[src/rtl/mpi_rx_credit_fifo.sv]
// mpi_rx_credit_fifo
//   Receive-side buffer of the credit-based link. Words handed over by the
//   receiver are stored in a small FIFO and presented to the local consumer
//   with first-word fall-through and a valid/yumi handshake. Every consumed
//   word returns one credit to the remote sender as a single-cycle pulse.
//
// Ports
//   clk         in   single clock, all state updates on the rising edge
//   rst         in   asynchronous active-high reset (release synchronous upstream)
//   in_valid    in   receiver presents a word this cycle
//   in_data     in   word from the receiver
//   out_valid   out  head entry is valid
//   out_data    out  head entry (forced to zero while out_valid is low)
//   out_yumi    in   consumer takes the head entry this cycle
//   cred_ret    out  registered one-cycle pulse, one per consumed word
//   cred_count  out  number of free entries
//   overflow    out  sticky: push while full without a same-cycle pop
//   underflow   out  sticky: out_yumi while the FIFO is empty
module mpi_rx_credit_fifo #(
  parameter int DATA_WIDTH   = 64,
  parameter int DEPTH        = 4,
  parameter int CREDIT_WIDTH = 3
) (
  input  logic                    clk,
  input  logic                    rst,
  input  logic                    in_valid,
  input  logic [DATA_WIDTH-1:0]   in_data,
  output logic                    out_valid,
  output logic [DATA_WIDTH-1:0]   out_data,
  input  logic                    out_yumi,
  output logic                    cred_ret,
  output logic [CREDIT_WIDTH-1:0] cred_count,
  output logic                    overflow,
  output logic                    underflow
);

  localparam int PTR_W = $clog2(DEPTH);
  localparam int CNT_W = PTR_W + 1;
  localparam logic [CNT_W-1:0] DEPTH_C = CNT_W'(DEPTH);

  logic [DATA_WIDTH-1:0] mem [DEPTH];
  logic [PTR_W-1:0]      rd_ptr;
  logic [PTR_W-1:0]      wr_ptr;
  logic [CNT_W-1:0]      occ;

  logic full;
  logic push;
  logic pop;

  assign full      = (occ == DEPTH_C);
  assign out_valid = (occ != '0);
  assign pop       = out_yumi & out_valid;
  // A full FIFO can still accept a word when the head leaves in the same cycle.
  assign push      = in_valid & (~full | pop);

  assign out_data   = out_valid ? mem[rd_ptr] : '0;
  assign cred_count = CREDIT_WIDTH'(DEPTH) - CREDIT_WIDTH'(occ);

  // Storage is data only; it carries no reset because out_data is masked
  // whenever the FIFO is empty.
  always_ff @(posedge clk) begin
    if (push) begin
      mem[wr_ptr] <= in_data;
    end
  end

  // Pointers wrap naturally because DEPTH is a power of two.
  always_ff @(posedge clk or posedge rst) begin
    if (rst) begin
      rd_ptr    <= '0;
      wr_ptr    <= '0;
      occ       <= '0;
      cred_ret  <= 1'b0;
      overflow  <= 1'b0;
      underflow <= 1'b0;
    end else begin
      if (push) begin
        wr_ptr <= wr_ptr + PTR_W'(1);
      end
      if (pop) begin
        rd_ptr <= rd_ptr + PTR_W'(1);
      end
      case ({push, pop})
        2'b10:   occ <= occ + CNT_W'(1);
        2'b01:   occ <= occ - CNT_W'(1);
        default: occ <= occ;
      endcase
      cred_ret <= pop;
      if (in_valid & full & ~pop) begin
        overflow <= 1'b1;
      end
      if (out_yumi & ~out_valid) begin
        underflow <= 1'b1;
      end
    end
  end

endmodule

[config.mk]
export PLATFORM = sky130hd
export DESIGN_NAME = mpi_rx_credit_fifo
export DESIGN_NICKNAME = d
export VERILOG_FILES = /design/src/rtl/mpi_rx_credit_fifo.sv
export SDC_FILE = /design/constraint.sdc
export NUM_CORES = 1
export LEC_CHECK = 0
export ABC_AREA = 1
export CAP_MARGIN = 20
export CELL_PAD_IN_SITES_DETAIL_PLACEMENT = 0
export CELL_PAD_IN_SITES_GLOBAL_PLACEMENT = 1
export CORE_ASPECT_RATIO = 1.4
export CORE_MARGIN = 2
export CORE_UTILIZATION = 50
export CTS_BUF_LIST = sky130_fd_sc_hd__clkbuf_4 sky130_fd_sc_hd__clkbuf_8
export DETAILED_ROUTE_END_ITERATION = 10
export PLACE_DENSITY_LB_ADDON = 0.15
export SYNTH_ARGS = -nofsm -noshare
export SYNTH_HDL_FRONTEND = slang
export SYNTH_SLANG_ARGS = --single-unit
export TNS_END_PERCENT = 1
[constraint.sdc]
create_clock -name clk -period 12.9 [get_ports clk]
set_input_delay 1.29 -clock clk [delete_from_list [all_inputs] [get_ports clk]]
set_output_delay 1.29 -clock clk [all_outputs]
set_load 0.01 [all_outputs]
==> impl_summary.txt <==
----------------------------------------------------
[Cells and area]
  Fraction of layout instances using a drive strength above 1 ... 8.12%
  Syn-to-layout area delta ... 21.9%
  Filler-free cell count of the finished design ... 1241
  Fin nets ... just over 1000
  Antenna diodes ... 0

[Setup path]
  Kind of launch point of the worst setup path ... register
  FF-to-FF Start ... occ[0]$_DFFE_PP0P_
  Crit path max-delay cell type ... buf_4
  Max incr delay on CP ... 0.72 ns
  Kind of end point of the critical path ... output pin
  RR Endpoint ... mem[0][54]$_DFFE_PP_
  WP data required ... 11.61 ns
  Sequence of cells on the critical path ... clkinv_2, buf_4, o21ai_0, a21oi_1, clkdlybuf4s50_1
  Startpoint-to-endpoint class of the critical path ... register to output pin
  Depth of the worst register-to-register path ... 7
  Data arrival time of the critical path ... 3.65 ns
  Register-to-register path setup slack ... 9.22 ns
  Largest fanout on the critical path ... between 80 and 90

[Floorplan]
  Die width ... 126 microns
  Die span in y ... 175 microns
  Starting utilization of the core area ... about half
  Rows ... 62
  Standard cell core area ... slightly above 20000 sq um
  Number of primary I/O pins ... 139
  Area enclosed by the die boundary ... 22100 sq um

[STA]
  Fmax achieved ... 203 MHz
  Final clock period utilization by the worst path ... 38.3%
  Final setup TNS ... 0 ns
  Worst slew margin relative to its limit ... 30.3%
  Slew at the pin closest to its max-slew limit ... around 1.0 ns
  Unrepaired setup endpoints after global routing ... no
  Clock skew ... 0.0208 ns
  Final number of hold-violating endpoints ... 0
  Max Slew Vio Count ... 0
  Post-layout min period ... 4.94 ns
  Final setup viols ... 0

[GRT]
  First-pass GRT wire length ... 36000 microns
  Maximum number of pins on one net before global-route repair ... a little over 80
  Antenna violations before repair ... 0
  GRT Residual Overflow ... 0
  Vias in the first global route ... 6948
  Global-route usage over all layers ... between 20% and 30%

[Synth]
  Share of the yosys chip area belonging to registers ... 76.0%
  Yosys warning count ... 0
  Instance count of the mapped netlist ... 821
  Mapped Nets ... 897
  Async set-or-reset flop fraction in the synthesized netlist ... between 3 and 4%
  Unique masters post-synth ... 21
  Post-synth top flop ... edfxtp_1
  Avg Inst Size Synth ... roughly 13 sq um
  Synthesis-stage register bit count ... 266
  Mapped Area ... 10400 sq um
  Number of synthesized flops with an enable pin ... between 200 and 300

[CTS]
  Clk sink count ... 266
  Clock transition at the registers of the reported paths ... 0.06 ns
  Number of hold buffers added after CTS ... 0
  Clock root buffer ... clkbuf_8
  Clock network latency to the later pin of the worst-skew pair ... 0.54 ns
  Post-CTS Setup Bufs ... 0
  TritonCTS buffer count ... 40
  Maximum buffer depth of the clock tree ... 3
  Clock tree from TritonCTS ... built
  Total number of H-tree levels ... 2
  Count of instances resized after the clock tree is built ... 0

[Route]
  Remaining routing DRC violations ... 0
  Vias ... 6664
  Average routed wire per standard cell ... 18.3 microns
  DR pass1 iterations ... 5
  Antenna Nets Post-Route ... 0
  Detailed-route wire length ... roughly 23000 microns
  1st-iter DRT viols ... ~540
  Routed vias/inst ... 5.37

[Min path]
  Number of cells traversed by the worst hold path ... 1
  Min-Delay Endpoint ... overflow$_DFFE_PP0P_
  Startpoint of the lowest-slack hold path ... overflow$_DFFE_PP0P_
  HP Class ... register to register

[Placed design]
  Placed insts ... 1174
  Routability-driven placement congestion ratio ... about 0.74
  Half-perimeter wire length of the detailed placement result ... 12500 microns
  Number of buffers added on ports ... 138

[Pwr]
  Leakage ... 4.35 nW
  Maximum resistive drop on vdd ... 0.000139 V
  Ratio of total power to cell area ... 244 nW/um^2

[Job]
  # Max-Cap Violations ... 0

[Run status]
  Result of the run ... complete, no violations

----------------------------------------------------
routing by layer:
metal	wire [microns]	global-route usage (%)	part of all wire (%)
met5	0	0	0
met1	9100	25.2	40
met2	11700	36.5	51
met4	551	7.37	2.4
met3	1360	4.47	6.0
logic make-up after synthesis:
family / synth area share [%]
xor gates and xnor gates: 0.335
and+or+nand+nor: 9.95
adders and majority gates: 1.03
buffers and inverters: 3.20
AOI/OAI and AO/OA: 9.50
DFF: 76.0
how the worst max path moves through the flow:
stage / from / endpoint / slack [ns] / depth (start not counted)
finish: rd_ptr[0]$_DFFE_PP0N_ / out_data[2] / 7.96 / 5
global route: rd_ptr[0]$_DFFE_PP0N_ / out_data[43] / 7.73 / 5
CTS: rd_ptr[0]$_DFFE_PP0N_ / out_data[43] / 7.96 / 5
global placement: out_yumi / mem[0][60]$_DFFE_PP_ / 8.58 / 6
detailed placement: rd_ptr[0]$_DFFE_PP0N_ / out_data[43] / 8.52 / 5
floorplan: out_yumi / mem[0][0]$_DFFE_PP_ / 8.00 / 4
power by group:
group          internal, mW  switching [mW]
Clock                 0.338           0.301
Sequential             1.14          0.0626
Combinational         0.540           0.731
Total                  2.02            1.09
worst max-delay path, delay by kind of cell (launching register included):
kind            cells  cell delay, ns
compound gates      2            0.56
buf+inv             3            1.83
flops               1            0.70
layout make-up:
cell class / count / area, sq um
clock buffers: 54 / 674
clock inverters: 13 / 62.6
fillers: 1619 / 7740
inverters: 21 / 80.1
multi-input cells: 484 / 2210
flip-flops and latches: 266 / 7940
well taps: 256 / 320
repair buffers: 147 / 1450
sequential cells by signal, indices dropped and copies added (netlist names):
signal,flops
overflow,1
underflow,1
rd_ptr,2
wr_ptr,2
occ,3
cred_ret,1
mem,256
cells in the mapped netlist (2+ instances only):
library cell / number / area share (%)
a21oi_1: 64 / 3.1
nand2_1: 9 / 0.32
buf_4: 11 / 0.79
inv_1: 20 / 0.72
ha_1: 7 / 0.84
nor2_1: 261 / 9.4
buf_6: 2 / 0.22
edfxtp_1: 256 / 74
clkbuf_1: 19 / 0.68
dfrtp_1: 10 / 2.4
o21ai_1: 10 / 0.48
nand3_1: 4 / 0.19
xor2_1: 4 / 0.34
buf_2: 9 / 0.43
buf_1: 9 / 0.32
o21ai_0: 121 / 5.8
placed cells by master, fill, tap and decap left out, types with 8 or more instances in the layout:
| master | n |
|---|---|
| nand2_1 | 9 |
| clkbuf_8 | 43 |
| o21ai_1 | 10 |
| buf_4 | 9 |
| dfrtp_1 | 8 |
| inv_1 | 19 |
| edfxtp_1 | 256 |
| a21oi_1 | 64 |
| nor2_1 | 257 |
| clkbuf_4 | 11 |
| o21ai_0 | 121 |
| clkdlybuf4s50_1 | 138 |
stage by stage:
step / util [%] / setup WS, ns / hold slack (ns) / instance area (sq um) / power, mW
floorplan: - / 8.00 / 0.464 / 10400 / 1.92
global placement: 58.6 / 8.58 / 0.456 / 12000 / 2.48
detailed placement: 58.6 / 8.52 / 0.454 / 12000 / 2.51
CTS: 62.2 / 7.96 / 0.468 / 12700 / 3.15
global route: 62.2 / 7.73 / 0.506 / 12700 / 3.31
finish: 62.2 / 7.96 / 0.467 / 12700 / 3.11
Power figures use the tool's default switching activity.
